File: config.mk
export PLATFORM = sky130hd
export DESIGN_NAME = bcd_sync_down_cntr
export DESIGN_NICKNAME = d
export VERILOG_FILES = /design/src/rtl/bcd_pkg.sv /design/src/rtl/bcd_down_digit.sv /design/src/rtl/bcd_sync_down_cntr_chk.sv /design/src/rtl/bcd_sync_down_cntr.sv
export SDC_FILE = /design/constraint.sdc
export NUM_CORES = 1
export LEC_CHECK = 0
export ABC_AREA = 1
export CAP_MARGIN = 0
export CORE_UTILIZATION = 45
export DETAILED_ROUTE_END_ITERATION = 10
export GPL_ROUTABILITY_DRIVEN = 0
export GPL_TIMING_DRIVEN = 0
export PLACE_DENSITY_LB_ADDON = 0.15
export SLEW_MARGIN = 10
export SYNTH_ARGS = -nofsm -noshare
export SYNTH_HDL_FRONTEND = slang
export SYNTH_HIERARCHICAL = 1
export SYNTH_SLANG_ARGS = --single-unit
File: constraint.sdc
create_clock -name clk -period 5.09 [get_ports clk]
set_clock_uncertainty 0.05 [all_clocks]
set_input_delay 1.018 -clock clk [delete_from_list [all_inputs] [get_ports clk]]
set_output_delay 1.018 -clock clk [all_outputs]
set_load 0.005 [all_outputs]
File: src/rtl/bcd_pkg.sv
// -----------------------------------------------------------------------------
// bcd_pkg
// Shared constants and helpers for the BCD counter family.
//   BCD_W        : width of one BCD digit
//   BCD_MAX      : largest legal digit value (9)
//   BCD_ZERO     : digit value zero
//   bcd_sanitise : clamps a raw nibble into the legal BCD range 0..9
//   bcd_is_valid : true when a nibble holds a legal BCD digit
// -----------------------------------------------------------------------------
package bcd_pkg;

    localparam int unsigned BCD_W    = 4;
    localparam logic [3:0]  BCD_MAX  = 4'd9;
    localparam logic [3:0]  BCD_ZERO = 4'd0;

    // Values A..F are not BCD; they are pinned to 9 so the count stays legal.
    function automatic logic [3:0] bcd_sanitise(input logic [3:0] nibble);
        logic [3:0] result;
        if (nibble > BCD_MAX) begin
            result = BCD_MAX;
        end else begin
            result = nibble;
        end
        return result;
    endfunction

    function automatic logic bcd_is_valid(input logic [3:0] nibble);
        return (nibble <= BCD_MAX);
    endfunction

endpackage : bcd_pkg

File: src/rtl/bcd_down_digit.sv
// -----------------------------------------------------------------------------
// bcd_down_digit
// One decade of the synchronous BCD down-counter.
// Ports:
//   clk        : rising-edge clock
//   rst        : synchronous active-high reset (digit -> 0)
//   load       : synchronous load strobe (wins over borrow_in)
//   load_nib   : raw preset nibble, sanitised to 0..9 before it is stored
//   borrow_in  : decrement request from the less significant digits
//   digit      : registered digit value
//   is_zero    : digit == 0
//   borrow_out : borrow forwarded to the next more significant digit
// -----------------------------------------------------------------------------
module bcd_down_digit
    import bcd_pkg::*;
(
    input  logic             clk,
    input  logic             rst,
    input  logic             load,
    input  logic [BCD_W-1:0] load_nib,
    input  logic             borrow_in,
    output logic [BCD_W-1:0] digit,
    output logic             is_zero,
    output logic             borrow_out
);

    logic [BCD_W-1:0] digit_q;
    logic [BCD_W-1:0] digit_d;

    // Next-state: load, else decrement on borrow (0 wraps to 9), else hold.
    always_comb begin
        digit_d = digit_q;
        if (load) begin
            digit_d = bcd_sanitise(load_nib);
        end else if (borrow_in) begin
            if (digit_q == BCD_ZERO) begin
                digit_d = BCD_MAX;
            end else begin
                digit_d = digit_q - 4'd1;
            end
        end else begin
            digit_d = digit_q;
        end
    end

    // Digit register with synchronous reset.
    always_ff @(posedge clk) begin
        if (rst) begin
            digit_q <= BCD_ZERO;
        end else begin
            digit_q <= digit_d;
        end
    end

    assign digit      = digit_q;
    assign is_zero    = (digit_q == BCD_ZERO);
    // A borrow passes through only a digit that is itself zero.
    assign borrow_out = borrow_in & is_zero;

endmodule : bcd_down_digit

File: src/rtl/bcd_sync_down_cntr_chk.sv
// -----------------------------------------------------------------------------
// bcd_sync_down_cntr_chk
// Run-time property checks for bcd_sync_down_cntr. Observes the counter
// outputs only; drives nothing. Checks are armed after the first reset edge.
// Ports:
//   clk, rst   : counter clock and synchronous reset
//   count      : counter value
//   zero       : zero flag
//   underflow  : wrap pulse
// -----------------------------------------------------------------------------
module bcd_sync_down_cntr_chk
    import bcd_pkg::*;
#(
    parameter int unsigned DIGITS = 4,
    parameter bit          WRAP   = 1'b1
) (
    input logic                  clk,
    input logic                  rst,
    input logic [4*DIGITS-1:0]   count,
    input logic                  zero,
    input logic                  underflow
);

    localparam logic [4*DIGITS-1:0] ALL_NINES = {DIGITS{BCD_MAX}};

    logic armed_q;
    logic underflow_prev_q;

    // Arm on the first reset, then remember last cycle's underflow.
    always_ff @(posedge clk) begin
        if (rst) begin
            armed_q          <= 1'b1;
            underflow_prev_q <= 1'b0;
        end else begin
            armed_q          <= armed_q;
            underflow_prev_q <= underflow;
        end
    end

    // Output invariants sampled at every clock once armed.
    always_ff @(posedge clk) begin
        if (armed_q == 1'b1) begin
            for (int i = 0; i < int'(DIGITS); i++) begin
                assert (bcd_is_valid(count[4*i +: 4]));
            end
            assert (zero == (count == '0));
            assert (!underflow || (WRAP && (count == ALL_NINES)));
            assert (!(underflow && underflow_prev_q));
        end
    end

endmodule : bcd_sync_down_cntr_chk

File: src/rtl/bcd_sync_down_cntr.sv
// -----------------------------------------------------------------------------
// bcd_sync_down_cntr
// Synchronous multi-digit BCD down-counter for countdown timing and preset
// division. All digits share clk; a combinational borrow chain decides which
// digits step on each enabled edge.
// Parameters:
//   DIGITS : number of BCD digits (1..8)
//   WRAP   : 1 = wrap 0 -> all-nines with an underflow pulse, 0 = hold at 0
// Ports:
//   clk       : rising-edge clock
//   rst       : synchronous active-high reset (count=0, underflow=0)
//   load      : synchronous load strobe, beats cnt_en
//   load_val  : BCD preset, digit 0 in [3:0]; nibbles A..F load as 9
//   cnt_en    : decrement by one on this edge
//   count     : registered BCD count
//   zero      : count == 0, decoded from the count register
//   underflow : one-cycle registered pulse after a 0 -> all-nines wrap
// -----------------------------------------------------------------------------
module bcd_sync_down_cntr
    import bcd_pkg::*;
#(
    parameter int unsigned DIGITS = 4,
    parameter bit          WRAP   = 1'b1
) (
    input  logic                clk,
    input  logic                rst,
    input  logic                load,
    input  logic [4*DIGITS-1:0] load_val,
    input  logic                cnt_en,
    output logic [4*DIGITS-1:0] count,
    output logic                zero,
    output logic                underflow
);

    logic [DIGITS:0]   borrow_s;
    logic [DIGITS-1:0] digit_zero_s;
    logic              all_zero_s;
    logic              underflow_q;
    logic              underflow_d;

    assign all_zero_s = &digit_zero_s;

    // In saturating mode an enabled edge at zero must not start the chain,
    // otherwise every digit would roll to 9.
    assign borrow_s[0] = cnt_en & ((WRAP == 1'b1) | ~all_zero_s);

    for (genvar g = 0; g < int'(DIGITS); g++) begin : g_digit
        bcd_down_digit u_digit (
            .clk        (clk),
            .rst        (rst),
            .load       (load),
            .load_nib   (load_val[4*g +: 4]),
            .borrow_in  (borrow_s[g]),
            .digit      (count[4*g +: 4]),
            .is_zero    (digit_zero_s[g]),
            .borrow_out (borrow_s[g+1])
        );
    end

    // A borrow leaving the top digit means the whole count rolled over.
    always_comb begin
        underflow_d = 1'b0;
        if (rst || load) begin
            underflow_d = 1'b0;
        end else begin
            underflow_d = borrow_s[DIGITS] & (WRAP == 1'b1);
        end
    end

    // Underflow pulse register.
    always_ff @(posedge clk) begin
        if (rst) begin
            underflow_q <= 1'b0;
        end else begin
            underflow_q <= underflow_d;
        end
    end

    assign zero      = all_zero_s;
    assign underflow = underflow_q;

    bcd_sync_down_cntr_chk #(
        .DIGITS (DIGITS),
        .WRAP   (WRAP)
    ) u_chk (
        .clk       (clk),
        .rst       (rst),
        .count     (count),
        .zero      (zero),
        .underflow (underflow)
    );

endmodule : bcd_sync_down_cntr

==> summary.txt <==
Placement
  – HPWL reported at the end of detailed placement: 2.06 mm
  – Port-buffer cells: 37

Outcome
  – Outcome: finished, final reports clean

Critical path
  – Worst Setup Path Type: reg2out
  – R2r endpoint: g_digit[3].u_digit/digit[3]
  – R2R setup slack: 3.15 ns
  – CP Data Arrival Time: 1.65 ns
  – Worst setup SP type: flip-flop
  – Worst Path Required: 4.02 ns
  – Setup crit start: g_digit[0].u_digit/digit[0]
  – Worst reg2reg path depth: 11
  – Worst setup endpoint: zero
  – Crit end category: primary output
  – Max Fanout on Critical Path: 6
  – Worst reg2reg startpoint: g_digit[0].u_digit/digit[0]

Floorplanning
  – Ports: 38
  – Starting density of the core: 0.497
  – Die ar.: 2740 sq um
  – Core Rows: 17
  – Die H: 52.4 um
  – Die width: 52.4 um
  – Core ar.: 2300 sq um

Layout
  – Area Overhead vs Synth: 37.8%
  – Share of cells above drive strength 1: 0.0893
  – Commonest non-fill, non-tap cell in the layout: nand2_1
  – Filler Cells Inserted: 219
  – Most frequent cells in the layout: nand2_1, clkdlybuf4s50_1, inv_1
  – ANT cells: 0
  – Fin nets: 245

Pwr
  – Pwr Density: 214 nW/um^2
  – VDD IR max: 219 uV
  – Lkg Pwr: 0.669 nW

Routing
  – DRC: 0
  – Post-DRT Antenna Nets: 0
  – Routed wire length per instance: 10.6 um
  – WL final: 2.67 mm
  – Vias: 1287
  – DRT Pass-1 Iters: 5
  – Drt initial violations: 29
  – Vias per cell: 5.11

Logic synthesis
  – Sequential area share after synthesis: 0.298
  – Distinct cell type count after synthesis: 16
  – Syn. warnings: 6
  – Syn Inst Count: 183
  – Seq cells post-synth: 17
  – Post-Synthesis Cell Area: 1140 sq um
  – Syn_area_per_cell: 6.24 sq um
  – Synth Net Count: 203

Clock tree
  – CTS Buf Count: 3
  – Clk_lat worst skew: 0.29 ns
  – Post-cts hold buffer count: 0
  – Max clock buf depth: 2
  – Reg clk slew, reported paths: 0.10 ns
  – Resized cells post-CTS: 0
  – Post-CTS Setup Bufs: 0
  – TritonCTS clock tree: yes
  – Clock root buffer: clkbuf_4
  – # H-tree levels: 1
  – CTS Sinks: 17

GRT
  – First-pass GRT wire length: 4.25 mm
  – Vias in the first global route: 1124
  – Total global-route track usage: 0.210
  – Largest net degree at the start of global routing: 22
  – Antenna violations before repair: 0
  – Total gr overflow: 0

Hold path
  – HP Class: reg2reg

Timing
  – Post-route clock period utilization: 0.535
  – Slew Viols, Final: 0
  – Least-Margin Pin Slew: 0.830 ns
  – Unrepaired setup endpoints after global routing: no
  – Max Fclk: 0.367 GHz
  – Final-report setup violation count: 0
  – Post-Route Setup TNS: 0 ns
  – Final count of hold timing violations: 0
  – Final min period: 2.72 ns
  – Worst hold slack: 0.571 ns
  – Slew headroom: 0.445

Job
  – Maxcap violations: 0
[registers in the layout (all words and copies together), names as in the netlist]
| name | flops |
|---|---|
| underflow | 1 |
| g_digit.u_digit/digit | 16 |
[Yosys cell counts, drive strengths merged]
master | count | area [sq um]
dfxtp | 17 | 340
o21ai | 12 | 60.1
nor2 | 30 | 145
inv | 33 | 124
nand3 | 12 | 60.1
o21bai | 4 | 30.0
a21oi | 12 | 75.1
nand2 | 43 | 191
nand3b | 4 | 30.0
a31oi | 4 | 25.0
nor3 | 12 | 60.1
[power by group]
part	internal, mW	switching (mW)
combinational	0.0546	0.0531
clock	0.0304	0.0418
sequential	0.143	0.0139
total	0.228	0.109
[critical path, cell delays in order (launching register included)]
cell	delay [ns]
dfxtp_1	0.39
nor2_4	0.18
nand2_1	0.08
inv_1	0.05
nand2_1	0.04
nor2_1	0.11
clkdlybuf4s50_1	0.51
[routing by layer]
| metal | share of wire | track usage |
|---|---|---|
| met1 | 0.46 | 0.236 |
| met2 | 0.47 | 0.373 |
| met4 | 0.0064 | 0.0921 |
| met5 | 0 | 0 |
| met3 | 0.067 | 0.0435 |
[stage by stage]
step	total power [mW]	setup slack, ns	cell area (sq um)	cells	util
6_report	0.336	2.37	1570	252	0.685
3_5_place_dp	0.267	2.19	1550	248	0.673
5_1_grt	0.362	2.25	1570	252	0.685
4_1_cts	0.342	2.34	1570	252	0.685
3_3_place_gp	0.264	2.17	1550	248	0.673
2_1_floorplan	0.216	2.87	1140	183	-
[cells by family after synthesis]
| logic type | count (synthesis) | synth area share |
|---|---|---|
| simple gates | 101 | 0.427 |
| buf+inv | 33 | 0.109 |
| compound gates | 32 | 0.167 |
| flops | 17 | 0.298 |
[how the worst min path moves through the flow]
stage | endpoint | depth (start not counted) | slack [ns] | from
detailed placement | g_digit[0].u_digit/digit[1] | 2 | 0.56 | g_digit[0].u_digit/digit[1]
floorplan | g_digit[0].u_digit/digit[3] | 4 | 0.52 | g_digit[0].u_digit/digit[3]
global route | g_digit[3].u_digit/digit[2] | 4 | 0.62 | g_digit[3].u_digit/digit[3]
finish | g_digit[3].u_digit/digit[2] | 4 | 0.57 | g_digit[3].u_digit/digit[3]
CTS | g_digit[0].u_digit/digit[1] | 2 | 0.58 | g_digit[0].u_digit/digit[1]
global placement | g_digit[3].u_digit/digit[2] | 4 | 0.55 | g_digit[3].u_digit/digit[3]
[final cells by class]
cell class | count | area (sq um) | area share
Multi-Input combinational cell | 133 | 677 | 0.430
Sequential cell | 17 | 340 | 0.216
Inverter | 33 | 124 | 0.0788
Timing Repair Buffer | 37 | 370 | 0.235
Clock buffer | 4 | 26.3 | 0.0167
Tap cell | 28 | 35.0 | 0.0223
(Power assumes the default switching activity.)
